$ cat config.mk
export PLATFORM = sky130hd
export DESIGN_NAME = cordic_sincos
export DESIGN_NICKNAME = d
export VERILOG_FILES = /design/src/rtl/cordic_sincos.sv
export SDC_FILE = /design/constraint.sdc
export NUM_CORES = 1
export LEC_CHECK = 0
export BUFFER_PORTS_ARGS = -buffer_cell sky130_fd_sc_hd__buf_2
export CAP_MARGIN = 20
export CORE_MARGIN = 4
export CORE_UTILIZATION = 60
export DETAILED_ROUTE_END_ITERATION = 16
export PLACE_DENSITY_LB_ADDON = 0.05
export SETUP_SLACK_MARGIN = 0.02
export SYNTH_ARGS = -nofsm -noshare
export SYNTH_HDL_FRONTEND = slang
export SYNTH_SLANG_ARGS = --single-unit
$ cat constraint.sdc
create_clock -name clk -period 11.35 [get_ports clk]
set_input_delay 1.135 -clock clk [delete_from_list [all_inputs] [get_ports clk]]
set_output_delay 1.135 -clock clk [all_outputs]
set_load 0.02 [all_outputs]
$ cat src/rtl/cordic_sincos.sv
// cordic_sincos: iterative rotation-mode CORDIC, integer-degree angle to Q1.14 cosine/sine
// Ports:
//   clk      rising-edge clock
//   rst_n    asynchronous active-low reset
//   start    conversion request, sampled only while idle
//   angle_in signed integer degrees, clamped to -180..180
//   cos_out  signed Q1.14 cosine, registered
//   sin_out  signed Q1.14 sine, registered
//   done     one-cycle pulse when cos_out/sin_out update
//   busy     high while a conversion is in progress
// Build option: CORDIC_SINCOS_ROUND_EN rounds and saturates the outputs instead of truncating.
module cordic_sincos #(
  parameter int          ITER   = 16,
  parameter logic [31:0] K_INIT = 32'h26DD3B6A
) (
  input  logic               clk,
  input  logic               rst_n,
  input  logic               start,
  input  logic signed [15:0] angle_in,
  output logic signed [15:0] cos_out,
  output logic signed [15:0] sin_out,
  output logic               done,
  output logic               busy
);
  typedef enum logic [1:0] {IDLE, LOAD, RUN, DONE} state_t;
  localparam logic [4:0] LAST = 5'(ITER - 1);
  // atan(2^-i) in degrees, Q16.16
  localparam logic signed [31:0] ATAN [16] = '{
    32'h002D0000, 32'h001A90A7, 32'h000E0947, 32'h00072001,
    32'h0003938B, 32'h0001CA38, 32'h0000E52A, 32'h00007297,
    32'h0000394C, 32'h00001CA6, 32'h00000E53, 32'h00000729,
    32'h00000395, 32'h000001CA, 32'h000000E5, 32'h00000073
  };
  state_t             r_state, w_next;
  logic signed [15:0] r_angle;
  logic signed [31:0] r_x, r_y, r_z;
  logic        [4:0]  r_i;
  logic               r_neg;
  logic signed [15:0] w_a, w_zdeg, w_cr, w_sr;
  logic signed [31:0] w_z0, w_xs, w_ys, w_atan;
  logic               w_neg, w_pos;
  // fold angles beyond +/-90 into the convergence range; the half-turn is undone by negating the result
  assign w_a    = r_angle > 16'sd180 ? 16'sd180 : r_angle < -16'sd180 ? -16'sd180 : r_angle;
  assign w_neg  = w_a > 16'sd90 || w_a < -16'sd90;
  assign w_zdeg = w_a > 16'sd90 ? w_a - 16'sd180 : w_a < -16'sd90 ? w_a + 16'sd180 : w_a;
  assign w_z0   = signed'({w_zdeg, 16'h0000});
  assign w_pos  = ~r_z[31];
  assign w_xs   = r_x >>> r_i;
  assign w_ys   = r_y >>> r_i;
  assign w_atan = ATAN[r_i[3:0]];
`ifdef CORDIC_SINCOS_ROUND_EN
  function automatic logic signed [15:0] sat(input logic signed [15:0] v);
    return v > 16'sd16384 ? 16'sd16384 : v < -16'sd16384 ? -16'sd16384 : v;
  endfunction
  // adding 0x8000 before taking [31:16] is the same as adding bit 15 to the upper half
  assign w_cr = sat(signed'(r_x[31:16] + {15'd0, r_x[15]}));
  assign w_sr = sat(signed'(r_y[31:16] + {15'd0, r_y[15]}));
`else
  assign w_cr = r_x[31:16];
  assign w_sr = r_y[31:16];
`endif
  always_ff @(posedge clk or negedge rst_n)
    if (!rst_n) r_state <= IDLE;
    else r_state <= w_next;
  always_comb begin
    w_next = IDLE;
    w_next = r_state == IDLE ? (start ? LOAD : IDLE) :
             r_state == LOAD ? RUN :
             r_state == RUN  ? (r_i == LAST ? DONE : RUN) : IDLE;
  end
  always_ff @(posedge clk or negedge rst_n)
    if (!rst_n) begin
      r_angle <= '0;
      r_x     <= '0;
      r_y     <= '0;
      r_z     <= '0;
      r_i     <= '0;
      r_neg   <= 1'b0;
      cos_out <= '0;
      sin_out <= '0;
      done    <= 1'b0;
      busy    <= 1'b0;
    end else begin
      case (r_state)
        IDLE: begin
          done <= 1'b0;
          if (start) begin
            r_angle <= angle_in;
            busy    <= 1'b1;
          end
        end
        LOAD: begin
          r_x   <= K_INIT;
          r_y   <= '0;
          r_z   <= w_z0;
          r_neg <= w_neg;
          r_i   <= '0;
        end
        RUN: begin
          r_x <= w_pos ? r_x - w_ys : r_x + w_ys;
          r_y <= w_pos ? r_y + w_xs : r_y - w_xs;
          r_z <= w_pos ? r_z - w_atan : r_z + w_atan;
          r_i <= r_i + 5'd1;
        end
        default: begin
          cos_out <= r_neg ? -w_cr : w_cr;
          sin_out <= r_neg ? -w_sr : w_sr;
          done    <= 1'b1;
          busy    <= 1'b0;
        end
      endcase
    end
endmodule

Yosys cells after proc, flatten, opt, wreduce, memory -nomap -nowiden. Memories as Yosys holds them, arrays and structs flattened. Cells that the tools add are included.

Output and inout bits: 34. Register bits after elaboration: 154. ROM bits: 512. Bits of input ports: 19. Memories kept: 1. Logic and storage cells: 66.

Memories: (name not given) (words 16, width 32, rd ports 1, clocked after Yosys merged registers in 0, write ports 0, RTL line 50) `assign w_atan = ATAN[r_i[3:0]];`.

Bitwise logic cells: 2. $lt $le $gt $ge: 5. Equal/unequal tests: 4. Add/sub/neg operators: 11. Shifts and indexed selects: 2. Mux-type cells: 23. Reduce and logical (&&, ||, !) cells: 7.

Operator list (number): $pmux W32 S2 (3); $mux W32 (5); $add A32 B32 Y32 (3); $mux W16 (6); $sub A32 B32 Y32 (3); $sshr A32 B5 Y32 (2); $neg A16 Y16 (2); $add A16 B9 Y16 const B (1); $gt A16 B8 Y1 const B (1); $gt A16 B9 Y1 const B (1); $lt A16 B8 Y1 const B (1); $lt A16 B9 Y1 const B (1); $sub A16 B9 Y16 const B (1); $pmux W5 S2 (1); $mux W2 (3); $add A5 B1 Y5 const B (1); $eq A5 B4 Y1 const B (1); $ge A5 B5 Y1 const B (1); $not A4 Y5 (1); $pmux W1 S2 (2); $reduce_and A2 Y1 (2); $mux W1 (3); $reduce_or A3 Y1 (1); $eq A2 B1 Y1 const B (1); other kinds (7) (7).

Depth between registers and ports, before layout.
Word-level depth: 7. Mapped depth: 31. Gate-level depth less buffers: 24.

Least setup slack after synthesis. No wires, ideal clock.

Path type: flip-flop to flip-flop. Start point: reg r_i[0]. End point: reg r_z[30]. Required time: 11.224 ns. Library setup time: 0.126 ns. Arrival time: 5.798 ns. Path slack: 5.426 ns. Period minus slack after synthesis: 5.924 ns. Path buffers: 6. Stages on the path, launching flop included: 29. Path through: dfrtp_1 -> buf_6 -> buf_6 -> buf_6 -> buf_6 -> buf_2 -> clkbuf_1 -> inv_1 -> ha_1 -> nor2_1 -> o31ai_1 -> ha_1 -> and3_1 -> inv_1 -> nor3_1 -> or2_2 -> xnor2_1 -> ha_1 -> a21o_1 -> a21o_1 -> a21oi_1 -> o21ba_2 -> o21ai_0 -> o21ai_0 -> a21oi_1 -> o41ai_1 -> o21ai_0 -> xor2_1 -> a221o_1.

Longest elaborated chain between the ends: 7. Elaborated cells on any way between the ends: 8. Classes of those cells: add/sub (2); mux (4); bitwise (1); memory (1).

RTL lines: from (decl) (RTL line 37) `logic [4:0] r_i;`; from (signal assigned) (RTL line 103) `r_i <= r_i + 5'd1;`; $not A4 Y5 (not written as such) (*) (RTL line 50); $mem_v2 Z16 W32 (*); $mux W32 (not written as such) (*) (2 in a row) (RTL line 50); $sub A32 B32 Y32 / $add A32 B32 Y32 (equally long branches) (RTL line 102) `r_z <= w_pos ? r_z - w_atan : r_z + w_atan;`; $mux W32 (*) (RTL line 102); $pmux W32 S2 (*) (RTL line 84) `case (r_state)`; to (signal assigned) (RTL line 95) `r_z <= w_z0;`; to (signal assigned) (RTL line 102); to (decl) (RTL line 36) `logic signed [31:0] r_x, r_y, r_z;`.

Mark *: on every way between the ends. The rest lies on a longest branch, timed or not. The select of a mux whose other input is x is not followed. A chain may end at the register's enable or synchronous reset.

Worst setup path after layout.
Start point: reg r_i[0]. End point: reg r_x[31].

Longest elaborated chain between the ends: 4. Elaborated cells on any way between the ends: 5. Classes of those cells: add/sub (2); shift (1); mux (2).

RTL lines: $sshr A32 B5 Y32 (*) (RTL line 49) `assign w_ys = r_y >>> r_i;`; $sub A32 B32 Y32 / $add A32 B32 Y32 (equally long branches) (RTL line 100) `r_x <= w_pos ? r_x - w_ys : r_x + w_ys;`; $mux W32 (*) (RTL line 100); $pmux W32 S2 (*) (RTL line 84); to (signal assigned) (RTL line 100); to (decl) (RTL line 36).

Mark *: on every way between the ends. The rest lies on a longest branch, timed or not.

==> impl_metrics.yaml <==
grt:
  grt_first_pass_wirelength_mm: 92.4
  grt_max_degree: 64
  grtUsageTotal: 0.346
  grt_overflow: 0
  antenna_found_initial: 0
  grt_pass1_vias: 16700
cells_and_area:
  fin_area_sq_um: 19100
  final_nets: 2242
  syn2layout_area_growth_pct: 4.68
  layout_common_cells: "217 x nor2_1, 217 x a21oi_1, 149 x dfrtp_1"
  n_fill_cell: 2583
  multiInputGateArea_sq_um: 13400
  regArea_sq_um: 3860
  n_antenna_cell: 0
  layout-drive-gt1-share: 0.131
floorplan:
  dieArea_sq_um: 33300
  io_pins: 53
  die_h_microns: 182
  num_rows: 63
  die_w_microns: 182
  coreArea_sq_um: 29800
  start_util: 0.613
timing:
  finalHoldViolCount: 0
  rsz0062_at_grt: "no"
  fin_crit_sh: 0.678
  slew_headroom: 0.313
  finalMaxSlewViolations: 0
  period_needed_ps: 7700
  whs_ps: 493
  setup-violations-final: 0
  fin_skew_ps: 16.9
  fin_tns_setup_ps: 0
  worst_pin_slew_ps: 1030
  max_freq_mhz: 130
cts:
  clock_latency_ps: 470
  clockBufferDepth: 2
  path_clk_slew_ps: 70
  htree_levels: 4
  cts_setup_buffers: 0
  root_buffer: "clkbuf_16"
  cts.repair.resized: 0
  cts_sinks: 154
  numCtsBuffers: 17
  cts_tree: "done"
  cts_hold_buf: 0
setup_path:
  reg2regPathDepth: 23
  critPathMaxFanout: 59
  worst_setup_path_start_kind: "flip-flop"
  timing.rr.end: "r_x[31]"
  cp-end-kind: "flip-flop"
  critical_path_class: "reg2reg"
  cp.arrival_ps: 8010
  worst-r2r-setup-slack_ps: 3660
  crit_required_ps: 11660
  worstReg2RegStart: "r_i[0]"
synthesis:
  synthFlopType: "dfrtp_1"
  synth_edf_count: 0
  synthMuxAreaShare: 0.153
  synth_fp_nets: 2306
  synth-adder-area-share: 0.0876
  ys_warn_count: 0
  synth-simple-area-share: 0.157
  synth_top_family_by_area: "compound AO/OA/AOI/OAI gates"
  synth_cell_types: 102
  synth_xor_area_frac: 0.0867
  synth_compound_area_frac: 0.249
  netlist_area_sq_um: 18300
  syn_avg_cell_area_sq_um: 8.45
  async_flop_share: 1.00
  yosysSeqAreaShare: 0.211
  syn_inst: 2161
  ys_ff_latch: 154
min_path:
  hold_start: "done"
  holdPathEnd: "done"
  hold_path.class: "reg2reg"
  whs_path_depth: 1
place:
  hpwlAfterDp_mm: 41.9
  io_buffers: 52
  gp_congestion: 1.07
  postPlaceCellArea_sq_um: 18500
outcome:
  status: "completed"
route:
  viasPerCell: 6.97
  ant_nets: 0
  initialDrtViolationCount: 1751
  drt_first_pass_iters: 7
  vias: 17400
  drc: 0
  wl_per_cell_microns: 23.3
  postRouteWirelength_mm: 58.4
job:
  cap_violations: 0
## worst max path at each step
| stage | startpoint | to | slack (ps) | cells after the start |
|---|---|---|---|---|
| global placement | r_i[0] | r_x[31] | 3920 | 23 |
| CTS | r_i[0] | r_x[31] | 3780 | 23 |
| detailed placement | r_i[0] | r_x[31] | 3830 | 23 |
| finish | r_i[0] | r_x[31] | 3660 | 23 |
| global route | r_i[0] | r_x[31] | 3120 | 23 |
| floorplan | r_i[0] | r_z[30] | 5430 | 28 |
## cell type report
cell class              instances  area share
inverters                      75      0.0147
flip-flops and latches        154       0.202
well taps                     390      0.0255
repair buffers                 80      0.0248
multi-input cells            1769       0.701
clock buffers                  20      0.0228
clock inverters                12     0.00864
## metal layers
metal | part of all wire | track usage | vias to the layer above
met5 | 0 | 0 | -
met2 | 0.45 | 0.556 | 913
met3 | 0.093 | 0.0827 | 224
met4 | 0.054 | 0.151 | 0
met1 | 0.40 | 0.446 | 8356
li1 | - | - | 7927
## through the flow
stage | util | instances | setup WS, ps
finish | 0.642 | 2500 | 3660
global placement | 0.621 | 2467 | 3920
CTS | 0.641 | 2499 | 3780
global route | 0.642 | 2500 | 3120
floorplan | - | 2161 | 5430
detailed placement | 0.621 | 2467 | 3830
## sequential cells by signal, summed over array words and instances, names as in the netlist
signal / cells
r_x: 32
r_y: 32
r_z: 32
cos_out: 16
r_angle: 16
sin_out: 16
r_i: 5
r_state: 2
busy: 1
done: 1
r_neg: 1
## synthesized netlist by cell type (all sizes together), types with 23 or more instances
master,instances,share of area
a21oi,218,0.060
o21ai,98,0.027
nand2b,28,0.0096
xnor2,98,0.047
inv,71,0.015
a211oi,23,0.0097
mux4,75,0.093
a21o,43,0.018
mux2,53,0.033
nand2,141,0.029
a31oi,41,0.014
clkbuf,104,0.021
a22o,50,0.024
dfrtp,154,0.21
nand3,41,0.011
xor2,82,0.039
nor3,38,0.011
nor2b,25,0.0086
mux2i,50,0.028
nor2,218,0.045
ha,123,0.084
buf,59,0.018
## cell families (layout without fill, tap and decap cells)
group           after synthesis  after routing
compound gates              687            687
xor+xnor                    180            180
fa+ha+maj                   126            126
buf+inv                     238            187
flops                       154            154
mux                         178            178
simple gates                598            598
## critical path, stage by stage, from the launching register on
cell	delay, ps
dfrtp_4	1000
buf_4	820
mux2_2	420
mux2i_1	390
o221ai_1	230
a311oi_1	720
nand3_1	280
nor4_4	370
and3_1	300
and2_1	160
a41oi_1	130
xor2_1	210
ha_1	370
and4_1	260
a221oi_1	280
nand2_1	100
a21o_1	190
nor3_1	110
o21ai_0	130
a41o_1	310
a311oi_1	340
xnor2_1	140
nand3_1	90
o221ai_1	120
Power is left out: the tool's default activity adds up to more than one toggle a clock period on the data nets, which glitch-free logic cannot reach.
